[config.mk]
export PLATFORM = sky130hd
export DESIGN_NAME = pipe_reg_chain
export DESIGN_NICKNAME = d
export VERILOG_FILES = /design/src/rtl/pipe_reg_chain_pkg.sv /design/src/rtl/pipe_reg_chain_stage.sv /design/src/rtl/pipe_reg_chain.sv
export SDC_FILE = /design/constraint.sdc
export NUM_CORES = 1
export LEC_CHECK = 0
export CAP_MARGIN = 10
export CORE_ASPECT_RATIO = 1.25
export CORE_MARGIN = 2
export CORE_UTILIZATION = 44
export CTS_CLUSTER_SIZE = 8
export DETAILED_ROUTE_END_ITERATION = 8
export PLACE_DENSITY = 0.84
export SLEW_MARGIN = 20
export SYNTH_ARGS = -nofsm -noshare
export SYNTH_HDL_FRONTEND = slang
export SYNTH_SLANG_ARGS = --single-unit
[constraint.sdc]
create_clock -name clock -period 2 [get_ports clock]
set_input_delay 0.4 -clock clock [delete_from_list [all_inputs] [get_ports clock]]
set_output_delay 0.4 -clock clock [all_outputs]
set_load 0.02 [all_outputs]
[src/rtl/pipe_reg_chain_pkg.sv]
// Shared defaults and types for the pipeline register chain.
// Stage actions are named here so every stage uses the same vocabulary.
package pipe_reg_chain_pkg;

    localparam int DEF_WIDTH = 32;
    localparam int DEF_DEPTH = 4;
    localparam int DEF_CNT_W = 16;

    typedef enum logic [1:0] {
        OP_LOAD  = 2'd0,
        OP_HOLD  = 2'd1,
        OP_CLEAR = 2'd2
    } stage_op_e;

endpackage

[src/rtl/pipe_reg_chain_stage.sv]
// One pipeline register with valid bit.
// Priority per edge: reset, flush, hold, bubble, load.
module pipe_stage
    import pipe_reg_chain_pkg::*;
#(
    parameter int               WIDTH     = DEF_WIDTH,
    parameter logic [WIDTH-1:0] RESET_VAL = {WIDTH{1'b0}}
) (
    input  logic             clock,
    input  logic             reset,
    input  logic             flush,
    input  logic             hold,
    input  logic             bubble,
    input  logic             load_valid,
    input  logic [WIDTH-1:0] load_data,
    output logic             valid,
    output logic [WIDTH-1:0] data
);

    stage_op_e        op_s;
    logic             valid_r;
    logic [WIDTH-1:0] data_r;

    // Resolve flush/hold/bubble into a single action; flush beats hold.
    always_comb begin
        op_s = OP_LOAD;
        if (flush) begin
            op_s = OP_CLEAR;
        end else if (hold) begin
            op_s = OP_HOLD;
        end else if (bubble) begin
            op_s = OP_CLEAR;
        end else begin
            op_s = OP_LOAD;
        end
    end

    // Stage register with synchronous active-low reset.
    always_ff @(posedge clock) begin
        if (!reset) begin
            valid_r <= 1'b0;
            data_r  <= RESET_VAL;
        end else begin
            case (op_s)
                OP_LOAD: begin
                    valid_r <= load_valid;
                    data_r  <= load_data;
                end
                OP_HOLD: begin
                    valid_r <= valid_r;
                    data_r  <= data_r;
                end
                OP_CLEAR: begin
                    valid_r <= 1'b0;
                    data_r  <= RESET_VAL;
                end
                default: begin
                    valid_r <= 1'b0;
                    data_r  <= RESET_VAL;
                end
            endcase
        end
    end

    assign valid = valid_r;
    assign data  = data_r;

endmodule

[src/rtl/pipe_reg_chain.sv]
// Configurable chain of pipeline registers with stall, flush and bubble control,
// plus occupancy and a saturating stall-cycle counter for debug.
module pipe_reg_chain
    import pipe_reg_chain_pkg::*;
#(
    parameter int               WIDTH     = DEF_WIDTH,
    parameter int               DEPTH     = DEF_DEPTH,
    parameter logic [WIDTH-1:0] RESET_VAL = {WIDTH{1'b0}},
    parameter int               CNT_W     = DEF_CNT_W,
    localparam int              OCC_W     = $clog2(DEPTH + 1)
) (
    input  logic                   clock,
    input  logic                   reset,
    input  logic                   in_valid,
    input  logic [WIDTH-1:0]       in_data,
    output logic                   in_ready,
    input  logic [DEPTH-1:0]       stall_req,
    input  logic [DEPTH-1:0]       flush,
    input  logic                   cnt_clr,
    output logic [DEPTH-1:0]       stage_valid,
    output logic [DEPTH*WIDTH-1:0] stage_data,
    output logic                   out_valid,
    output logic [WIDTH-1:0]       out_data,
    output logic [OCC_W-1:0]       occupancy,
    output logic [CNT_W-1:0]       stall_count
);

    localparam logic [CNT_W-1:0] CNT_MAX = {CNT_W{1'b1}};

    logic [DEPTH-1:0] held_s;
    logic             valid_s [DEPTH];
    logic [WIDTH-1:0] data_s  [DEPTH];
    logic [OCC_W-1:0] occ_s;
    logic [CNT_W-1:0] stall_count_r;

    // A stall in any later stage freezes every earlier stage (suffix OR).
    always_comb begin
        held_s            = {DEPTH{1'b0}};
        held_s[DEPTH-1]   = stall_req[DEPTH-1];
        for (int k = DEPTH - 2; k >= 0; k--) begin
            held_s[k] = held_s[k+1] | stall_req[k];
        end
    end

    for (genvar k = 0; k < DEPTH; k++) begin : g_stage
        if (k == 0) begin : g_first
            pipe_stage #(
                .WIDTH     (WIDTH),
                .RESET_VAL (RESET_VAL)
            ) u_stage (
                .clock      (clock),
                .reset      (reset),
                .flush      (flush[k]),
                .hold       (held_s[k]),
                .bubble     (1'b0),
                .load_valid (in_valid),
                .load_data  (in_data),
                .valid      (valid_s[k]),
                .data       (data_s[k])
            );
        end else begin : g_rest
            // Bubble when the upstream stage is frozen but this one is free.
            pipe_stage #(
                .WIDTH     (WIDTH),
                .RESET_VAL (RESET_VAL)
            ) u_stage (
                .clock      (clock),
                .reset      (reset),
                .flush      (flush[k]),
                .hold       (held_s[k]),
                .bubble     (held_s[k-1]),
                .load_valid (valid_s[k-1]),
                .load_data  (data_s[k-1]),
                .valid      (valid_s[k]),
                .data       (data_s[k])
            );
        end
    end

    // Pack stage registers onto the flat outputs and count valid stages.
    always_comb begin
        stage_valid = {DEPTH{1'b0}};
        stage_data  = {(DEPTH*WIDTH){1'b0}};
        occ_s       = {OCC_W{1'b0}};
        for (int k = 0; k < DEPTH; k++) begin
            stage_valid[k]             = valid_s[k];
            stage_data[k*WIDTH +: WIDTH] = data_s[k];
            occ_s                      = occ_s + OCC_W'(valid_s[k]);
        end
    end

    // Saturating stall-cycle counter; clear beats increment.
    always_ff @(posedge clock) begin
        if (!reset) begin
            stall_count_r <= {CNT_W{1'b0}};
        end else if (cnt_clr) begin
            stall_count_r <= {CNT_W{1'b0}};
        end else if ((|stall_req) && (stall_count_r != CNT_MAX)) begin
            stall_count_r <= stall_count_r + CNT_W'(1);
        end else begin
            stall_count_r <= stall_count_r;
        end
    end

    assign in_ready    = reset & ~held_s[0];
    assign out_valid   = valid_s[DEPTH-1];
    assign out_data    = data_s[DEPTH-1];
    assign occupancy   = occ_s;
    assign stall_count = stall_count_r;

endmodule

; ---- Word level (Yosys, flattened, before mapping)
; Cells that the tools add are included.
[classes]
n_addsub = 4
n_mul = 0
div = 0
magnitude_cmp = 0
n_eq_ne = 5
n_shift = 0
muxes = 19
n_bitwise = 6
reduce_logical = 7
[op_table]
columns = cell, count
row1 = 32-bit case mux with 2 select lines, 4
row2 = 2-bit two-way mux, 10
row3 = 16-bit by 1-bit adder with 16-bit output (second input constant), 1
row4 = 16-bit inequality test (second input constant), 1
row5 = 2-bit by 1-bit == test with 1-bit output (second input constant), 4
row6 = 2-bit logical NOT, 4
row7 = 1-bit case mux with 2 select lines, 4
row8 = 4-bit OR reduction, 1
row9 = 2-bit by 1-bit adder with 3-bit output, 1
row10 = 3-bit by 1-bit adder with 3-bit output, 1
row11 = 1-bit bitwise OR, 3
row12 = 1-bit by 1-bit adder with 2-bit output, 1
row13 = 1-bit NOT, 2
row14 = 2-bit OR reduction, 1
row15 = 1-bit bitwise AND, 1
row16 = 1-bit logical AND, 1
row17 = 1-bit two-way mux, 1
[totals]
reg_bits = 148
latchBits = 0
ram_bits = 0
romBits = 0
inputBits = 44
output_inout_bits = 185
wordCells = 50
mem_count = 0

; ---- Longest topological paths before layout
; Gate-level depths: netlist (run 1).
[logic_depth]
ltp_word = 8
mapped_depth = 6
depth_no_buf = 5

; ---- Hierarchy
; From an unflattened synthesis (run 1), not the netlist that was laid out.
[hier_totals]
hier_cells = 732
hier_area_um2 = 6476.2
[by_module_without_submodules]
columns = mod, instances, cells_each, area_per_inst_um2, seq_area_each_um2
row1 = pipe_stage, 4, 147, 1316.3, 660.6
row2 = pipe_reg_chain, 1, 144, 1211.2, 320.3

; ---- Worst setup path after synthesis (run 1)
; No wires, ideal clock.
[synth_timing]
path_type = register to output
start = register g_stage[3].g_rest.u_stage.valid_r
end = output occupancy[1]
arrival_ns = 1.646
required_ns = 1.600
slack_ns = -0.046
stages_incl_launch_ff = 6
n_path_buf = 0
cell_sequence = dfxtp_1 -> inv_1 -> fa_1 -> inv_1 -> ha_1 -> ha_1
[synth_via]
elab_chain_len = 1
[synth_lines]
columns = element, line
row1 = "start, declared", pipe_reg_chain_stage.sv:21  ; logic valid_r;
row2 = "start signal, assigned", pipe_reg_chain_stage.sv:46  ; valid_r <= load_valid;
row3 = "start signal, assigned", pipe_reg_chain_stage.sv:50  ; valid_r <= valid_r;
row4 = 3-bit by 1-bit adder with 3-bit output, pipe_reg_chain.sv:88  ; occ_s = occ_s + OCC_W'(valid_s[k]);
row5 = "end, declared", pipe_reg_chain.sv:24  ; output logic [OCC_W-1:0] occupancy,
; No other way between the ends.

; ---- Worst setup path in the final report (run 1)
[layout_timing]
start = register g_stage[1].g_rest.u_stage.valid_r
end = output occupancy[1]
[layout_via]
elab_chain_len = 3
[layout_lines]
columns = element, line
row1 = "start, declared", pipe_reg_chain_stage.sv:21
row2 = "start signal, assigned", pipe_reg_chain_stage.sv:46
row3 = "start signal, assigned", pipe_reg_chain_stage.sv:50
row4 = 1-bit by 1-bit adder with 2-bit output, pipe_reg_chain.sv:88
row5 = 2-bit by 1-bit adder with 3-bit output, pipe_reg_chain.sv:88
row6 = 3-bit by 1-bit adder with 3-bit output, pipe_reg_chain.sv:88
; No other way between the ends.

==> results of run 1 <==
[power by group]
part	total, uW	internal, uW	leakage (uW)	switching (uW)
combinational	353	164	0.00154	188
sequential	2960	2960	0.00119	8.37
clock	3360	2090	0.000310	1270
[state kept, by name (all words and copies together), names as in the netlist]
name and flops:
g_stage.g_first.u_stage.data 32, g_stage.g_first.u_stage.valid 1, g_stage.g_rest.u_stage.data 96, g_stage.g_rest.u_stage.valid 3
stall_count 16
[cell usage in the layout (no fill, tap or decap), types with 6 or more instances in the layout]
| cell | n |
|---|---|
| sky130_fd_sc_hd__dfxtp_1 | 146 |
| sky130_fd_sc_hd__buf_4 | 29 |
| sky130_fd_sc_hd__dlymetal6s2s_1 | 8 |
| sky130_fd_sc_hd__a21oi_1 | 42 |
| sky130_fd_sc_hd__clkdlybuf4s50_1 | 214 |
| sky130_fd_sc_hd__inv_1 | 6 |
| sky130_fd_sc_hd__nor2b_1 | 100 |
| sky130_fd_sc_hd__nand2_1 | 74 |
| sky130_fd_sc_hd__nand4_1 | 10 |
| sky130_fd_sc_hd__clkbuf_16 | 18 |
| sky130_fd_sc_hd__a22oi_1 | 99 |
[through the flow]
step	cell area [um^2]	setup slack, ns	utilization [%]
after floorplan	5830	0.0459	-
after CTS	8890	-0.302	67.8
after global placement	8230	-0.420	62.8
after global routing	8950	-0.371	68.2
final	8950	-0.300	68.2
after detailed placement	8230	-0.433	62.8
[metal layers]
metal / vias up / wire length [um]
met4: 2 / 387
li1: 2588 / -
met3: 35 / 1580
met1: 2773 / 7510
met5: - / 16
met2: 295 / 9760
[critical path: stages, from the launching register on]
cell                      delay (ns)
sky130_fd_sc_hd__dfxtp_2        0.33
sky130_fd_sc_hd__inv_2          0.04
sky130_fd_sc_hd__fa_1           0.54
sky130_fd_sc_hd__inv_2          0.05
sky130_fd_sc_hd__ha_4           0.16
sky130_fd_sc_hd__ha_4           0.26
sky130_fd_sc_hd__buf_6          0.11
[cell type report]
cell class / instances / area, um^2 / area share, %
Sequential cell: 148 / 2970 / 33.1
Timing Repair Buffer: 263 / 2640 / 29.5
Multi-Input combinational cell: 395 / 2470 / 27.6
Clock buffer: 20 / 467 / 5.22
Tap cell: 171 / 214 / 2.39
Clock inverter: 12 / 166 / 1.86
Inverter: 8 / 30.0 / 0.336
[kinds of logic (layout without fill, tap and decap cells)]
| family | count (synthesis) | in the layout | synth area share (%) |
|---|---|---|---|
| mux | 2 | 2 | 0.343 |
| simple gates | 228 | 229 | 21.1 |
| buf+inv | 88 | 303 | 8.11 |
| fa+ha+maj | 4 | 4 | 0.987 |
| flops | 148 | 148 | 50.8 |
| compound gates | 160 | 160 | 18.6 |
[what timing repair did]
action / CTS / global route
hold buffers: 0 / 0
pin swaps: 3 / 1
gates resized for setup: 29 / 10
setup endpoints to repair: 5 / 50
cloned: 0 / 2
[path summary, 6_finish.rpt]
kind                                                         start                            endpoint  slack (ns)  cells after the start
worst max-delay path               g_stage[1].g_rest.u_stage.valid                        occupancy[1]       -0.30                      6
worst min-delay path                                         reset  g_stage[1].g_rest.u_stage.data[31]        0.26                      2
worst max register to register                      stall_count[0]                     stall_count[10]        0.13                      5
worst min register to register  g_stage[0].g_first.u_stage.data[6]  g_stage[0].g_first.u_stage.data[6]        0.48                      2
==> results.cfg, run 1 <==
[status]
run_status = complete, but fails checks
failed_checks = negative setup slack

[grt]
met1_grt_util_pct = 30.3
largest_net_degree_at_the_start_of_global_routing = 57
grt_overflow_total = 0
gr-usage-met3_pct = 8.18
via_count_of_the_first_global_routing_pass = 5438
grt_antenna_before_repair = 1
global_route_usage_over_all_layers_pct = 26.0
grt_util_met2_pct = 44.5
top_usage_layer = met2
wire_length_of_the_first_global_routing_pass_mm = 29.1

[timing]
grt_setup_unrepaired = true
fin_crit_sh_pct = 115
post-route-min-period_ns = 2.30
tightest_slew_ns = 0.964
clock-skew-final_ns = 0.00933
setup_ws_ns = -0.300
final-max-slew-violation-count = 0
timing_hold_violations_final = 0
final.setup.tns_ns = -0.634
fmax_ghz = 0.435
slew-limit-headroom_pct = 35.7
setup_viol_count_final = 3
hold-worst-slack_ns = 0.265

[logic_synthesis]
synth.top_cell.area_share_pct = 50.8
ys_async_sr_fraction_pct = 0
yosys-top-cells-count = sky130_fd_sc_hd__dfxtp_1 (148), sky130_fd_sc_hd__nor2b_1 (101), sky130_fd_sc_hd__a22oi_1 (99), sky130_fd_sc_hd__nand2_1 (74), sky130_fd_sc_hd__a21oi_1 (42)
yosys.area.top_type = sky130_fd_sc_hd__dfxtp_1
netlist_top_cells_area = sky130_fd_sc_hd__dfxtp_1 (51%), sky130_fd_sc_hd__a22oi_1 (13%), sky130_fd_sc_hd__nor2b_1 (11%)
synth-edff-count = 0
syn-instance-count = 630
synth.net_count = 678
netlist-cell-type-count = 35
synth_flop_cell = sky130_fd_sc_hd__dfxtp_1
yosys.cell_count.top_type = sky130_fd_sc_hd__dfxtp_1
synth.cell_area_um2 = 5830
postSynthRegisterBits = 148
average_cell_area_after_synthesis_um2 = 9.25
synth-seq-area-share_pct = 50.8
synthesis.yosys.warnings = 0

[detailed_routing]
wl_per_cell_um = 18.9
via_density_per_instance = 5.60
initialDrtViolationCount = 323
drt_pass1_iterations = 5
drt-total-wl_mm = 19.3
num_vias = 5693
antenna_left = 0
count_of_unresolved_drc_violations_after_routing = 0

[setup_path]
timing.critical_path.arrival_ns = 1.90
critPathCaptureType = output port
worstPathMaxFanout = 2
timing.setup.critical_path_class = reg -> out
cp_data_required_time_ns = 1.60
start_kind = register

[clock_tree]
tritoncts_clock_tree = yes
ctsHtreeMaxLevel = 4
clock_path_buffers = 2
worstSkewPairLatency_ns = 0.41
cts_made_buffers = 17
cts-root-buf = sky130_fd_sc_hd__clkbuf_16
cts_sinks = 148
path_clk_slew_ns = 0.06
number_of_setup_buffers_added_after_cts = 0

[floorplan]
die_area_um2 = 14200
floorplan.rows = 47
floorplan.core_area_um2 = 13100
initial_core_util_pct = 44.5
floorplan.die.height_um = 133
fp.dieW_um = 107
pin_count = 229

[placed_design]
final_weighted_congestion_of_routability_driven_global_placement = 0.844
port_buffers = 228
placed_wire_length_estimate_after_detailed_placement_mm = 12.7
placed_insts = 983

[pwr]
p_total_uw = 6670
vdd.ir_drop.worst_v = 0.000487
leakage_uw = 0.00304
pwrdens_nw_per_um2 = 746

[final_layout]
area_growth_syn_to_layout_pct = 53.5
fin_nets = 881
layoutNonFillerInstCount = 1017
fillCellCount = 1000
fraction_of_final_layout_cells_with_drive_strength_greater_than_1_pct = 10.4
diodes = 0

[run]
max_cap_violations = 0

[hold_path]
timing.hold.worst.class = in -> reg
No activity file was read; power rests on OpenSTA's default activity.
==> inputs of run 2 (changes only) <==
--- a/config.mk
+++ b/config.mk
@@ -12,6 +12,7 @@
 export CTS_CLUSTER_SIZE = 8
 export DETAILED_ROUTE_END_ITERATION = 8
 export PLACE_DENSITY = 0.84
+export SETUP_SLACK_MARGIN = 0.4
 export SLEW_MARGIN = 20
 export SYNTH_ARGS = -nofsm -noshare
 export SYNTH_HDL_FRONTEND = slang
==> run 2 against run 1 <==
Against the previous run:
- the flow still finishes with violations (negative setup slack)
- hold slack better by 0.22 ns
- cell count up 0.88%
- total power down 2.3%
- largest power group unchanged
- register-to-register slack better by 0.14 ns
- critical path type unchanged
- core utilization up 2.1 points
- clock skew up 0.0016 ns
- global-route usage up 1.6 points
- sequential cell count unchanged
==> results.cfg, run 2 (synthesized netlist as in run 1, its figures left out) <==
[setup_path]
cp_data_required_time_ns = 1.60
timing.critical_path.arrival_ns = 1.87
worstPathMaxFanout = 2
cpMaxStageDelayCell = sky130_fd_sc_hd__fa_1
crit_path_cell_trace = inv_2, fa_1, inv_2, ha_4, ha_4, buf_6
path_buf_inv = 3
worst_path_largest_cell_delay_ns = 0.54
cpLargestDelayFamily = adder cells
timing.setup.critical_path_class = reg -> out
start_kind = register
critPathCaptureType = output port

[detailed_routing]
antenna_left = 0
via_density_per_instance = 5.44
drt_pass1_iterations = 4
wl_per_cell_um = 19.7
count_of_unresolved_drc_violations_after_routing = 0
initialDrtViolationCount = 241
num_vias = 5577
drt-total-wl_mm = 20.2

[pwr]
p_total_uw = 6520
leakage_uw = 0.00380
pwrdens_nw_per_um2 = 706
vdd.ir_drop.worst_v = 0.000539

[grt]
grt_antenna_before_repair = 0
via_count_of_the_first_global_routing_pass = 5749
grt_overflow_total = 0
largest_net_degree_at_the_start_of_global_routing = 72
global_route_usage_over_all_layers_pct = 27.6
wire_length_of_the_first_global_routing_pass_mm = 30.6

[timing]
post-route-min-period_ns = 2.27
grt_setup_unrepaired = true
final-max-slew-violation-count = 0
hold-worst-slack_ns = 0.484
tightest_slew_ns = 0.580
final.setup.tns_ns = -0.593
setup_ws_ns = -0.274
clock-skew-final_ns = 0.0110
slew-limit-headroom_pct = 61.2
setup_viol_count_final = 3
fin_crit_sh_pct = 114
fmax_ghz = 0.440
timing_hold_violations_final = 0

[floorplan]
floorplan.rows = 47
initial_core_util_pct = 44.5
pin_count = 229
die_area_um2 = 14200
floorplan.core_area_um2 = 13100
fp.dieW_um = 107
floorplan.die.height_um = 133

[placed_design]
placed_wire_length_estimate_after_detailed_placement_mm = 12.6
dp_slack_ns = -0.413
port_buffers = 228
placement.cell_area_um2 = 8460
final_weighted_congestion_of_routability_driven_global_placement = 0.842

[clock_tree]
path_clk_slew_ns = 0.06
ctsHtreeMaxLevel = 4
cts-root-buf = sky130_fd_sc_hd__clkbuf_16
cts_made_buffers = 17
cts_sinks = 148
tritoncts_clock_tree = yes
clock_path_buffers = 2
worstSkewPairLatency_ns = 0.41

[final_layout]
largest_reg_flops = 96
diodes = 0
most_common_cell_after_layout_fill_and_taps_aside = sky130_fd_sc_hd__dlygate4sd2_1
fillCellCount = 1010
final_cell_area_um2 = 9220
mostFrequentLayoutCells = sky130_fd_sc_hd__dlygate4sd2_1 (149), sky130_fd_sc_hd__dfxtp_1 (129), sky130_fd_sc_hd__nor2b_1 (100), sky130_fd_sc_hd__nand2_1 (74), sky130_fd_sc_hd__a22oi_1 (68)
area_growth_syn_to_layout_pct = 58.2
fraction_of_final_layout_cells_with_drive_strength_greater_than_1_pct = 21.9
fin_nets = 890

[status]
run_status = complete, but fails checks
failed_checks = negative setup slack

[run]
max_cap_violations = 0

[hold_path]
timing.hold.worst.class = reg -> reg
## run 2: worst paths after layout
check,start,to,slack (ns),depth (start not counted)
worst max register to register,stall_count[0],stall_count[13],0.27,5
worst max-delay path,g_stage[1].g_rest.u_stage.valid,occupancy[1],-0.27,6
worst min register to register,g_stage[0].g_first.u_stage.data[15],g_stage[0].g_first.u_stage.data[15],0.48,2
worst min-delay path,g_stage[0].g_first.u_stage.data[15],g_stage[0].g_first.u_stage.data[15],0.48,2
## run 2: per-stage QoR
| stage | instances | util (%) |
|---|---|---|
| finish | 1026 | 70.3 |
| global route | 1026 | 70.3 |
| CTS | 1020 | 68.7 |
| detailed placement | 977 | 64.5 |
| global placement | 977 | 64.5 |
| floorplan | 630 | - |
## run 2: worst min-delay path: cells and delay by family, from the launching register on
family / cells / cell delay (ns)
AOI/OAI and AO/OA: 1 / 0.05
DFF: 1 / 0.33
and+or+nand+nor: 1 / 0.06
## run 2: report_power, final
group	internal, uW	leakage (uW)	total (uW)	switching [uW]
combinational	184	0.00231	395	211
sequential	2940	0.00121	2950	9.09
clock	1880	0.000286	3170	1290
total	5000	0.00380	6520	1510
## run 2: metal layers
| metal | up-vias | wire (um) | share of wire, % | global-route usage [%] |
|---|---|---|---|---|
| met4 | 0 | 585 | 2.9 | 11.3 |
| met1 | 2693 | 7890 | 39 | 31.9 |
| met5 | - | 0 | 0 | 0 |
| li1 | 2608 | - | - | - |
| met2 | 234 | 10400 | 51 | 47.8 |
| met3 | 42 | 1360 | 6.7 | 7.59 |
## run 2: final cells by class
cell class	instances	area [um^2]	area share, %
Multi-Input combinational cell	395	2790	30.2
Clock inverter	11	115	1.25
Clock buffer	21	482	5.22
Inverter	8	30.0	0.326
Sequential cell	148	3020	32.7
Tap cell	171	214	2.32
Timing Repair Buffer	272	2580	28.0
## run 2: repair_timing
action | in CTS | in global routing
pin swaps | 17 | 6
gates resized for setup | 248 | 63
setup buffers | 9 | 4
setup endpoints to repair | 300 | 63
gates cloned | 2 | 2
hold buffers | 0 | 0
